--- src/rtl/fwd_hazard_ctrl.sv ---
// Forwarding-select and hazard-stall control for a 5-stage pipeline with a multi-cycle multiplier in EX.
// Optional stall statistics counter enabled by defining FWD_HAZARD_STATS_EN.
module fwd_hazard_ctrl #(
    parameter int REG_ADDR_W = 5,
    parameter int MULT_LAT   = 4
) (
    input  logic                  clk,
    input  logic                  rst,
    input  logic                  id_valid,
    input  logic [REG_ADDR_W-1:0] id_rs1,
    input  logic [REG_ADDR_W-1:0] id_rs2,
    input  logic [REG_ADDR_W-1:0] id_rd,
    input  logic                  id_reg_write,
    input  logic                  id_mem_read,
    input  logic                  id_is_mult,
    output logic [1:0]            ex_sel_a,
    output logic [1:0]            ex_sel_b,
    output logic                  stall,
    output logic                  mult_busy
`ifdef FWD_HAZARD_STATS_EN
    ,
    output logic [31:0]           stall_cycles
`endif
);

    localparam int CNT_W = (MULT_LAT > 1) ? $clog2(MULT_LAT) : 1;

    typedef enum logic {
        RUN  = 1'b0,
        MULT = 1'b1
    } state_e;

    typedef struct packed {
        logic                  valid;
        logic [REG_ADDR_W-1:0] rd;
        logic                  reg_write;
        logic                  mem_read;
        logic                  is_mult;
    } stage_t;

    state_e           state_q, state_d;
    logic [CNT_W-1:0] cnt_q, cnt_d;
    stage_t           ex_q, ex_d, mem_q, mem_d, wb_q, wb_d;
    logic [1:0]       sel_a_q, sel_a_d, sel_b_q, sel_b_d;
    logic             load_use;
    logic             unused_wb;

    // The youngest in-flight producer (EX before MEM) supplies the operand.
    function automatic logic [1:0] fwd_sel(input logic [REG_ADDR_W-1:0] rs,
                                           input stage_t ex_r, input stage_t mem_r);
        logic [1:0] sel;
        sel = 2'b00;
        if (rs == '0)
            sel = 2'b00;
        else if (ex_r.valid && ex_r.reg_write && (ex_r.rd == rs))
            sel = 2'b10;
        else if (mem_r.valid && mem_r.reg_write && (mem_r.rd == rs))
            sel = 2'b01;
        return sel;
    endfunction

    assign load_use = (state_q == RUN) && id_valid && ex_q.valid && ex_q.mem_read &&
                      ex_q.reg_write && (ex_q.rd != '0) &&
                      ((ex_q.rd == id_rs1) || (ex_q.rd == id_rs2));

    assign stall     = (state_q == MULT) || load_use;
    assign mult_busy = (state_q == MULT);
    assign ex_sel_a  = sel_a_q;
    assign ex_sel_b  = sel_b_q;
    assign unused_wb = ^wb_q;

    always_comb begin
        state_d = state_q;
        cnt_d   = cnt_q;
        ex_d    = ex_q;
        mem_d   = mem_q;
        wb_d    = wb_q;
        sel_a_d = sel_a_q;
        sel_b_d = sel_b_q;
        if (state_q == MULT) begin
            // EX and its selects freeze while the multiplier runs; a bubble drains into MEM.
            cnt_d = cnt_q - CNT_W'(1);
            if (cnt_q == CNT_W'(1))
                state_d = RUN;
            mem_d = '0;
            wb_d  = mem_q;
        end else begin
            wb_d  = mem_q;
            mem_d = ex_q;
            ex_d  = '0;
            sel_a_d = 2'b00;
            sel_b_d = 2'b00;
            if (!load_use && id_valid) begin
                ex_d.valid     = 1'b1;
                ex_d.rd        = id_rd;
                ex_d.reg_write = id_reg_write;
                ex_d.mem_read  = id_mem_read;
                ex_d.is_mult   = id_is_mult;
                sel_a_d = fwd_sel(id_rs1, ex_q, mem_q);
                sel_b_d = fwd_sel(id_rs2, ex_q, mem_q);
                if (id_is_mult && (MULT_LAT > 1)) begin
                    cnt_d   = CNT_W'(MULT_LAT - 1);
                    state_d = MULT;
                end
            end
        end
    end

    always_ff @(posedge clk) begin
        if (rst) begin
            state_q <= RUN;
            cnt_q   <= '0;
            ex_q    <= '0;
            mem_q   <= '0;
            wb_q    <= '0;
            sel_a_q <= 2'b00;
            sel_b_q <= 2'b00;
        end else begin
            state_q <= state_d;
            cnt_q   <= cnt_d;
            ex_q    <= ex_d;
            mem_q   <= mem_d;
            wb_q    <= wb_d;
            sel_a_q <= sel_a_d;
            sel_b_q <= sel_b_d;
        end
    end

`ifdef FWD_HAZARD_STATS_EN
    logic [31:0] stall_cycles_q;

    always_ff @(posedge clk) begin
        if (rst)
            stall_cycles_q <= '0;
        else if (stall)
            stall_cycles_q <= stall_cycles_q + 32'd1;
    end

    assign stall_cycles = stall_cycles_q;
`endif

endmodule
--- config.mk ---
export PLATFORM = sky130hd
export DESIGN_NAME = fwd_hazard_ctrl
export DESIGN_NICKNAME = d
export VERILOG_FILES = /design/src/rtl/fwd_hazard_ctrl.sv
export SDC_FILE = /design/constraint.sdc
export NUM_CORES = 1
export LEC_CHECK = 0
export CORE_UTILIZATION = 47
export DETAILED_ROUTE_END_ITERATION = 12
export PLACE_DENSITY = 0.77
export SETUP_SLACK_MARGIN = 0.1
export SLEW_MARGIN = 10
export SYNTH_ARGS = -nofsm -noshare
export SYNTH_HDL_FRONTEND = slang
export SYNTH_SLANG_ARGS = --single-unit
--- constraint.sdc ---
create_clock -name clk -period 1.9 [get_ports clk]
set_input_delay 0.285 -clock clk [delete_from_list [all_inputs] [get_ports clk]]
set_output_delay 0.285 -clock clk [all_outputs]
set_load 0.05 [all_outputs]
**Word-level counts from Yosys, hierarchy flattened**

Cells that the tools add are included.

- Add/subtract/negate cells: 1
- Eq/ne operators: 5
- Mux-type cells: 16
- Bitwise gates (word level): 1
- Reductions and logical operators: 23

Operators by type and width:

| operator | number |
|---|---|
| equality test 5 bit | 4 |
| 2-to-1 mux 2 bit | 9 |
| logical AND 1 bit | 13 |
| zero test 5 bit | 2 |
| 2-to-1 mux 9 bit | 1 |
| 2-to-1 mux 1 bit | 6 |
| nonzero test 5 bit | 1 |
| nonzero test 2 bit | 2 |
| equality test 2 x 1 -> 1 bit, second input constant | 1 |
| logical OR 1 bit | 2 |
| AND reduction 2 bit | 1 |
| OR reduction 2 bit | 1 |
| subtractor 2 x 1 -> 2 bit, second input constant | 1 |
| zero test 1 bit | 1 |
| inverter 1 bit | 1 |

- Register bits after elaboration: 22
- Input bits: 21
- Logic and storage cells: 57

**Depth between registers and ports, before layout**

Gate-level depths: netlist (run 1).

- Word-level depth: 11
- Depth in mapped cells: 6
- Mapped depth without buffers: 5

**Worst setup path after synthesis (run 1)**

Ideal clock, no wire load.

- Path type: register to register
- Start: register state_q (netlist: mult_busy)
- End: register sel_a_q[0] (netlist: ex_sel_a[0])
- Setup time: 0.117 ns
- Data arrival time: 1.677 ns
- Required time: 1.783 ns
- Slack: 0.105 ns
- Stages on the path, launching flop included: 6
- Buffers on the path: 1
- Clock period less this slack: 1.795 ns
- Cells stage by stage: dfxtp_1 -> nor2_1 -> and2_1 -> buf_2 -> and3_1 -> a32o_1

- Cells in the longest elaborated chain, start to end: 10

RTL lines:

| element | line | text |
|---|---|---|
| from (decl) | 41 | `state_e state_q, state_d;` |
| from (signal assigned) | 119 | `state_q <= state_d;` |
| inverter 1 bit | 62 | `assign load_use = (state_q == RUN) && id_valid && ex_q.valid && ex_q.mem_read &&` |
| logical AND 1 bit (4 in series) | 62 |  |
| logical AND 1 bit (2 in series) | 63 | `ex_q.reg_write && (ex_q.rd != '0) &&` |
| zero test 1 bit | 93 | `if (!load_use && id_valid) begin` |
| logical AND 1 bit | 93 |  |
| 2-to-1 mux 2 bit | 93 |  |
| to (signal assigned) | 124 | `sel_a_q <= sel_a_d;` |
| to (decl) | 44 | `logic [1:0] sel_a_q, sel_a_d, sel_b_q, sel_b_d;` |

Several ways; a longest one is shown, not always the timed one.
A chain may end at the register's enable or synchronous reset.

**Final worst setup path (run 1)**

- Start: register ex_q[4] in the netlist's numbering
- End: output stall

- Cells in the longest elaborated chain, start to end: 4
- Elaborated cells between the ends (all ways): 7

RTL lines:

| element | line | text |
|---|---|---|
| from (decl) | 43 | `stage_t ex_q, ex_d, mem_q, mem_d, wb_q, wb_d;` |
| from (signal assigned) | 113 | `ex_q <= '0;` |
| from (signal assigned) | 121 | `ex_q <= ex_d;` |
| equality test 5 bit or nonzero test 5 bit (tied branches) | 64, 63 |  |
| logical OR 1 bit or logical AND 1 bit (tied branches) | 64, 63 |  |
| logical AND 1 bit (*) | 63 |  |
| logical OR 1 bit (*) | 66 | `assign stall = (state_q == MULT) \|\| load_use;` |
| to (decl) | 18 | `output logic stall,` |

Every way passes the cells marked *; elsewhere a longest branch is shown, timed or not.

==> results.py, run 1 <==
metrics = {
    "cts": {
        "path_clk_slew_ps": 120,
        "insertion_delay_ps": 320,
        "htreeDepth": 1,
        "root_buffer": "clkbuf_4",
        "clk_path_buf_depth": 2,
        "cts_num_sinks": 22,
        "cts-buffers-inserted": 3,
        "cts_tree": "built",
    },
    "detailed_routing": {
        "vias": 974,
        "viasPerCell": 5.41,
        "drc_errors": 0,
        "dr.pass1.iters": 5,
        "drt_iter0_drc": 19,
        "drt_wl_total_um": 2780,
        "wl_per_cell_um": 15.5,
        "postRouteAntennaNets": 0,
    },
    "power": {
        "ir_worst_vdd_mv": 0.589,
        "total_power_w": 0.00100,
        "power_density_nw_per_um2": 624,
        "p_leak_nw": 0.672,
    },
    "timing": {
        "slew_violations": 0,
        "worst-slew-pin-transition_ps": 511,
        "rsz0062_at_grt": "true",
        "slew_headroom": 0.659,
        "worst_slack_ps": -117,
        "final.setup.tns_ps": -117,
        "finalSetupViolCount": 1,
        "fin_crit_sh": 1.06,
        "min_period_ps": 2020,
        "max_freq_ghz": 0.496,
        "finalHoldViolCount": 0,
        "fin_skew_ps": 6.02,
    },
    "floorplanning": {
        "start_util": 0.523,
        "die_area_sq_um": 2470,
        "ios": 27,
        "die_h_um": 49.7,
        "die_x_um": 49.7,
        "rows": 16,
        "core_sq_um": 2040,
    },
    "setup_path": {
        "crit_arrival_ps": 1730,
        "crit_start": "ex_q[4]",
        "cp_data_required_time_ps": 1620,
        "path_max_fanout": 4,
        "critPathLaunchType": "flop",
        "critPathKind": "flop to output port",
        "reg2regPathDepth": 9,
        "r2r_start": "ex_q[4]",
        "worstReg2RegEnd": "ex_q[7]",
        "end_kind": "output port",
        "reg2reg_slack_ps": 120,
    },
    "cells_and_area": {
        "areaGrowthSynthToFinish_pct": 50.8,
        "design_area_sq_um": 1610,
        "multi_input_area_sq_um": 638,
        "instances_no_fill": 180,
        "layout-drive-gt1-share": 0.281,
        "utilization": 0.788,
        "antenna_cells": 0,
        "fillers": 146,
        "regArea_sq_um": 447,
        "nets": 176,
    },
    "yosys": {
        "ys.flop_type": "dfxtp_1",
        "ys_ff_latch": 22,
        "async_reset_ff_frac": 0,
        "synthDistinctLibCells": 35,
        "synth_fp_nets": 126,
        "netlist.area_leader.share": 0.413,
        "synth_area_per_cell_sq_um": 10.3,
        "ys.warnings.count": 0,
        "synth_edf_count": 0,
        "syn_area_sq_um": 1070,
        "ys_top_cells_by_count": "22 x dfxtp_1, 15 x xnor2_1, 9 x a32o_1",
        "synth.most_common_cell": "dfxtp_1",
        "synth.area.top_cells": "dfxtp_1 41%, xnor2_1 12%, a32o_1 8.4%",
        "synth-seq-area-share": 0.413,
        "synth_top_area_cell": "dfxtp_1",
        "syn_inst": 104,
    },
    "outcome": {
        "violations": "setup timing",
        "status": "finished with violations",
    },
    "place": {
        "numPortBuffers": 26,
        "numPlacedInstances": 172,
        "postPlaceCellArea_sq_um": 1480,
        "dp.final_hpwl_um": 2050,
        "gp_congestion": 0.821,
    },
    "hold_path": {
        "hold_depth": 1,
        "hold_class": "flop to flop",
        "whs_endpoint": "ex_sel_b[0]",
        "hp-start": "ex_sel_b[0]",
    },
    "global_routing": {
        "grt-ovfl-total": 0,
        "grt_use_total": 0.230,
        "grt_antenna_before_repair": 0,
        "grt_max_degree": 14,
        "grt_pass1_vias": 956,
        "grt_pass1_wl_um": 4220,
    },
    "job": {
        "cap_violations": 0,
    },
}
-- where the power goes --
| part | leakage [nW] | internal (W) | switching (W) |
|---|---|---|---|
| Clock | 0.0210 | 0.000117 | 0.000146 |
| Combinational | 0.470 | 0.000134 | 0.000100 |
| Sequential | 0.181 | 0.000485 | 0.0000221 |
| Total | 0.672 | 0.000736 | 0.000268 |
-- metrics by stage --
| stage | worst slack, ps | hold WS (ps) |
|---|---|---|
| 2_1_floorplan | 105 | 373 |
| 3_3_place_gp | -48.3 | 449 |
| 3_5_place_dp | -101 | 459 |
| 4_1_cts | -144 | 488 |
| 5_1_grt | -196 | 496 |
| 6_report | -117 | 487 |
-- timing repair --
item / 4_1_cts / 5_1_grt
pin swaps: 1 / 2
setup endpoints to repair: 2 / 17
setup buffers: 2 / 2
hold buffers: 0 / 0
gates resized for setup: 5 / 12
-- metal layers --
metal / vias to the layer above / global-route usage / wire (um)
li1: 475 / - / -
met1: 472 / 0.280 / 1150
met2: 23 / 0.408 / 1450
met3: 4 / 0.0463 / 146
met4: 0 / 0.0571 / 27
met5: - / 0 / 0
-- worst max-delay path by stage --
stage | to | slack (ps) | cells after the start
after global placement | stall | -50 | 7
after floorplan | ex_sel_a[0] | 110 | 5
after global routing | stall | -200 | 5
after CTS | stall | -140 | 5
after detailed placement | stall | -100 | 7
final | stall | -120 | 5
-- critical path, stage by stage, from the launching register on --
cell and delay, ps:
dfxtp_4 370, or4_4 510, o21ai_2 140, o21bai_4 140
nand2b_1 100, buf_12 160
-- layout make-up --
cell class	instances	area share
multi-input combinational	77	0.397
sequential	22	0.278
timing repair buffer	48	0.278
clock buffer	4	0.0226
tap	27	0.0210
inverter	2	0.00467
-- cell usage in the layout (no fill, tap or decap), types with 2 or more instances in the layout --
cell / n
dfxtp_2: 2
xnor2_2: 2
nand2_1: 5
a22o_1: 3
inv_1: 2
nor3_1: 3
dfxtp_1: 19
xnor2_1: 13
buf_4: 21
clkbuf_4: 3
a32o_1: 9
clkdlybuf4s50_1: 22
nand3_2: 2
xor2_1: 5
dlymetal6s2s_1: 2
nor2_1: 2
and2_1: 8
and3_1: 2
-- kinds of logic after synthesis --
family          after synthesis  share of synthesized area
simple gates                 33                      0.181
mux                           2                     0.0199
compound gates               21                      0.182
xor+xnor                     20                      0.164
fa+ha+maj                     1                     0.0117
buf+inv                       5                     0.0293
flops                        22                      0.413
-- registers in the layout, indices dropped and copies added (netlist names) --
| name | cells |
|---|---|
| ex_sel_b | 2 |
| cnt_q | 2 |
| mem_q | 7 |
| ex_q | 8 |
| ex_sel_a | 2 |
| mult_busy | 1 |
(Power assumes the default switching activity.)
==> run 2: changes to the inputs <==
--- a/config.mk
+++ b/config.mk
@@ -5,9 +5,13 @@
 export SDC_FILE = /design/constraint.sdc
 export NUM_CORES = 1
 export LEC_CHECK = 0
-export CORE_UTILIZATION = 47
+export CELL_PAD_IN_SITES_DETAIL_PLACEMENT = 0
+export CELL_PAD_IN_SITES_GLOBAL_PLACEMENT = 1
+export CORE_MARGIN = 4
+export CORE_UTILIZATION = 36
 export DETAILED_ROUTE_END_ITERATION = 12
-export PLACE_DENSITY = 0.77
+export GPL_TIMING_DRIVEN = 0
+export PLACE_DENSITY_LB_ADDON = 0.1
 export SETUP_SLACK_MARGIN = 0.1
 export SLEW_MARGIN = 10
 export SYNTH_ARGS = -nofsm -noshare
==> run 2 against run 1 <==
Effect of this change: the run still ends with setup timing left; worst setup slack better by 28 ps; clock skew is 2.9 ps higher; non-clock buffer count is 15 lower; combinational power is 18% lower; flip-flop and latch count stayed put; critical path depth stayed put; critical endpoint unchanged.
==> results.py, run 2 (synthesized netlist as in run 1, its figures left out) <==
metrics = {
    "setup_path": {
        "critPathKind": "flop to output port",
        "r2r_start": "ex_q[4]",
        "reg2regPathDepth": 8,
        "endpoint": "stall",
        "worstReg2RegEnd": "ex_q[5]",
        "crit_start": "ex_q[3]",
        "end_kind": "output port",
        "cp_data_required_time_ps": 1620,
        "path_max_fanout": 2,
        "reg2reg_slack_ps": 130,
        "critPathLaunchType": "flop",
        "crit_arrival_ps": 1700,
    },
    "timing": {
        "slew_violations": 0,
        "worst_slack_ps": -89.0,
        "final.setup.tns_ps": -89.0,
        "min_period_ps": 1990,
        "fin_crit_sh": 1.05,
        "rsz0062_at_grt": "true",
        "max_freq_ghz": 0.503,
        "worst-slew-pin-transition_ps": 506,
        "finalHoldViolCount": 0,
        "fin_skew_ps": 8.91,
        "slew_headroom": 0.662,
        "finalSetupViolCount": 1,
    },
    "cts": {
        "cts-buffers-inserted": 3,
        "htreeDepth": 1,
        "root_buffer": "clkbuf_4",
        "path_clk_slew_ps": 130,
        "clk_path_buf_depth": 2,
        "cts_num_sinks": 22,
        "insertion_delay_ps": 310,
        "cts_tree": "built",
    },
    "power": {
        "p_leak_nw": 0.580,
        "power_density_nw_per_um2": 654,
        "ir_worst_vdd_mv": 0.372,
    },
    "place": {
        "pre_cts_slack_ps": -818,
        "numPortBuffers": 26,
        "dp.final_hpwl_um": 1900,
        "gp_congestion": 0.850,
        "postPlaceCellArea_sq_um": 1370,
        "numPlacedInstances": 161,
    },
    "detailed_routing": {
        "route.met3.wl_um": 102,
        "drt_wl_total_um": 2400,
        "viasPerCell": 5.18,
        "vias": 876,
        "wl_met2_um": 1090,
        "drc_errors": 0,
        "routed.top_layer": "met4",
        "postRouteAntennaNets": 0,
        "dr.pass1.iters": 4,
        "drt_iter0_drc": 26,
        "wl_met1_um": 1190,
        "wl_per_cell_um": 14.2,
    },
    "cells_and_area": {
        "top_register": "ex_q",
        "layout_top_registers": "ex_q x8, mem_q x7",
        "layout-drive-gt1-share": 0.167,
        "nets": 161,
        "final_common_cell": "clkdlybuf4s50_1",
        "design_area_sq_um": 1460,
        "instances_no_fill": 169,
        "areaGrowthSynthToFinish_pct": 36.8,
        "antenna_cells": 0,
        "final_cell_mix": "23 x clkdlybuf4s50_1, 19 x dfxtp_1, 15 x xnor2_1, 9 x a32o_1, 8 x and2_1",
        "utilization": 0.521,
        "largest_reg_flops": 8,
    },
    "global_routing": {
        "grt_max_degree": 13,
        "grt_pass1_vias": 911,
        "grt_pass1_wl_um": 4200,
        "grt_use_total": 0.134,
        "grt-ovfl-total": 0,
        "grt_antenna_before_repair": 0,
    },
    "floorplanning": {
        "start_util": 0.380,
        "core_sq_um": 2810,
        "die_x_um": 62.5,
        "rows": 19,
        "die_h_um": 62.5,
        "die_area_sq_um": 3900,
        "ios": 27,
    },
    "job": {
        "cap_violations": 0,
    },
    "hold_path": {
        "hold_class": "flop to flop",
        "hp-start": "ex_sel_a[1]",
    },
    "outcome": {
        "status": "finished with violations",
        "violations": "setup timing",
    },
}
[run 2: per-layer routing]
metal / up-vias / track usage
li1: 445 / -
met1: 415 / 0.179
met2: 14 / 0.206
met3: 2 / 0.0396
met4: 0 / 0.0413
met5: - / 0
[run 2: worst min-delay path by stage]
stage / end / slack (ps) / cells after the start
2_1_floorplan: cnt_q[1] / 370 / 1
3_3_place_gp: ex_sel_a[1] / 440 / 1
3_5_place_dp: ex_sel_a[1] / 450 / 1
4_1_cts: ex_sel_a[1] / 480 / 1
5_1_grt: ex_sel_b[0] / 510 / 1
6_report: ex_sel_a[1] / 470 / 1
[run 2: critical path, stage by stage (launching register included)]
cell and delay, ps:
dfxtp_4 360, or4_4 530, o21ai_2 130, o21bai_4 140, nand2b_1 80, buf_6 150
[run 2: stage by stage]
step	total power, W	hold WS, ps
2_1_floorplan	0.000616	373
5_1_grt	0.00101	514
3_3_place_gp	0.000694	437
6_report	0.000955	474
4_1_cts	0.000966	485
3_5_place_dp	0.000698	450
[run 2: repair_timing]
| item | CTS | global route |
|---|---|---|
| gates resized for setup | 15 | 2 |
| setup buffers | 4 | 0 |
| endpoints found under the setup margin | 3 | 10 |
| hold buffers | 0 | 0 |
| pin swaps | 0 | 1 |
| hold endpoints to repair | 0 | 0 |
[run 2: final cells by class]
| cell class | instances | area, sq um |
|---|---|---|
| fillers | 280 | 1350 |
| multi-input cells | 77 | 608 |
| flip-flops and latches | 22 | 449 |
| repair buffers | 30 | 297 |
| well taps | 31 | 38.8 |
| clock buffers | 4 | 36.3 |
| plain buffers | 3 | 23.8 |
| inverters | 2 | 7.51 |
[run 2: report_power, final]
part           internal, W  switching [W]  leakage, nW  total [W]
clock network     0.000117       0.000142       0.0210   0.000259
logic             0.000108      0.0000835        0.377   0.000191
registers         0.000484      0.0000213        0.182   0.000505
total             0.000708       0.000247        0.580   0.000955
==> run 3: changes to the inputs <==
--- a/config.mk
+++ b/config.mk
@@ -12,7 +12,7 @@
 export DETAILED_ROUTE_END_ITERATION = 12
 export GPL_TIMING_DRIVEN = 0
 export PLACE_DENSITY_LB_ADDON = 0.1
-export SETUP_SLACK_MARGIN = 0.1
+export SETUP_SLACK_MARGIN = 0.4
 export SLEW_MARGIN = 10
 export SYNTH_ARGS = -nofsm -noshare
 export SYNTH_HDL_FRONTEND = slang
==> run 3 against run 2 <==
Effect of this change: the run still ends with setup timing left; die area unchanged; sequential power about the same; maximum frequency increased by 1.3%; clock power shrank 3%; global-route usage rose by 0.17 points; final area rose by 4.5%; core utilization is 2.4 points higher; routed wire length rose by 3.3%; largest cell class unchanged.
==> results.py, run 3 (synthesized netlist as in run 1, its figures left out) <==
metrics = {
    "setup_path": {
        "end_kind": "output port",
        "critPathKind": "flop to output port",
        "critPathLaunchType": "flop",
        "cp_data_required_time_ps": 1620,
        "crit_arrival_ps": 1680,
        "reg2reg_slack_ps": 0,
        "path_max_fanout": 2,
    },
    "global_routing": {
        "grt_pass1_wl_um": 4190,
        "grt_pass1_vias": 883,
        "grt_max_degree": 13,
        "use_met3": 0.0342,
        "grt-ovfl-total": 0,
        "busiest_layer": "met2",
        "grtUsageMet1": 0.178,
        "use_met2": 0.217,
        "grt_antenna_before_repair": 0,
        "grt_use_total": 0.135,
    },
    "floorplanning": {
        "die_x_um": 62.5,
        "die_h_um": 62.5,
        "core_sq_um": 2810,
        "start_util": 0.380,
        "die_area_sq_um": 3900,
        "rows": 19,
        "ios": 27,
    },
    "cells_and_area": {
        "areaGrowthSynthToFinish_pct": 43.0,
        "final_cell_mix": "16 x dfxtp_1, 16 x clkdlybuf4s50_1, 13 x xnor2_1, 9 x a32o_1, 8 x and2_1",
        "fillers": 280,
        "layout-drive-gt1-share": 0.262,
        "antenna_cells": 0,
        "multi_input_area_sq_um": 647,
        "regArea_sq_um": 455,
        "design_area_sq_um": 1530,
        "utilization": 0.544,
        "top_register": "ex_q",
        "nets": 164,
        "layout_top_registers": "ex_q x8, mem_q x7",
        "largest_reg_flops": 8,
    },
    "job": {
        "cap_violations": 0,
    },
    "outcome": {
        "violations": "setup timing",
        "status": "finished with violations",
    },
    "detailed_routing": {
        "wl_per_cell_um": 14.4,
        "vias": 895,
        "drc_errors": 0,
        "drt_iter0_drc": 23,
        "drt_wl_total_um": 2480,
        "viasPerCell": 5.20,
        "postRouteAntennaNets": 0,
        "dr.pass1.iters": 4,
    },
    "place": {
        "postPlaceCellArea_sq_um": 1380,
        "gp_congestion": 0.841,
        "numPortBuffers": 26,
        "dp.final_hpwl_um": 1900,
    },
    "timing": {
        "worst_slack_ps": -63.2,
        "rsz0062_at_grt": "true",
        "worst-slew-pin-transition_ps": 488,
        "fin_crit_sh": 1.03,
        "slew_violations": 0,
        "finalHoldViolCount": 0,
        "max_freq_ghz": 0.509,
        "min_period_ps": 1960,
        "fin_skew_ps": 0.956,
        "slew_headroom": 0.676,
        "finalSetupViolCount": 2,
    },
    "cts": {
        "insertion_delay_ps": 300,
        "cts_num_sinks": 22,
        "clk_path_buf_depth": 2,
        "root_buffer": "clkbuf_4",
        "path_clk_slew_ps": 120,
        "htreeDepth": 1,
        "cts-buffers-inserted": 3,
        "cts_tree": "built",
    },
    "hold_path": {
        "hold_class": "flop to flop",
    },
    "power": {
        "total_power_w": 0.000959,
        "ir_worst_vdd_mv": 0.317,
        "p_leak_nw": 0.595,
        "power_density_nw_per_um2": 628,
    },
}
## run 3: cell types whose count changed in the layout (fill, tap and decap cells not counted), sizes merged
cell / before / now
buf: 7 / 10
clkdlybuf4s15: 0 / 4
clkdlybuf4s50: 23 / 16
dlygate4sd2: 0 / 5
dlymetal6s2s: 2 / 0
## run 3: layout make-up
type                    count  share of cell area
multi-input cells          77               0.424
inverters                   2             0.00492
well taps                  31              0.0254
repair buffers             33               0.207
flip-flops and latches     22               0.298
plain buffers               3              0.0164
clock buffers               4              0.0238
## run 3: through the flow
stage / instances / setup TNS [ps] / hold WS, ps / setup slack [ps]
2_1_floorplan: 104 / 0 / 373 / 318
3_3_place_gp: 161 / -2030 / 437 / -743
4_1_cts: 170 / -107 / 478 / -107
5_1_grt: 172 / -449 / 505 / -144
3_5_place_dp: 161 / -2070 / 454 / -759
6_report: 172 / -63.6 / 473 / -63.2
## run 3: layer usage
| layer | wire [um] | part of all wire |
|---|---|---|
| met5 | 0 | 0 |
| met4 | 14 | 0.0056 |
| met3 | 109 | 0.044 |
| met2 | 1170 | 0.47 |
| met1 | 1190 | 0.48 |
## run 3: where the power goes
group	leakage (nW)	switching, W	internal [W]
Clock	0.0210	0.000136	0.000117
Combinational	0.391	0.0000882	0.000112
Sequential	0.183	0.0000222	0.000484
## run 3: timing repair
item,4_1_cts,5_1_grt
setup buffers,5,2
hold buffers,0,0
pin swaps,5,2
resized for setup,34,6
setup endpoints to repair,21,19
## run 3: critical path, cell delays in order, from the launching register on
cell	delay, ps
dfxtp_4	360
or4_4	520
o21ai_2	140
o21bai_4	150
nand2b_4	60
buf_6	140
## run 3: final timing paths
check,from,to,cells after the start
worst max-delay path,ex_q[3],stall,5
worst min-delay path,ex_sel_b[0],ex_sel_b[0],1
worst max register to register,ex_q[4],ex_q[5],10
worst min register to register,ex_sel_b[0],ex_sel_b[0],1
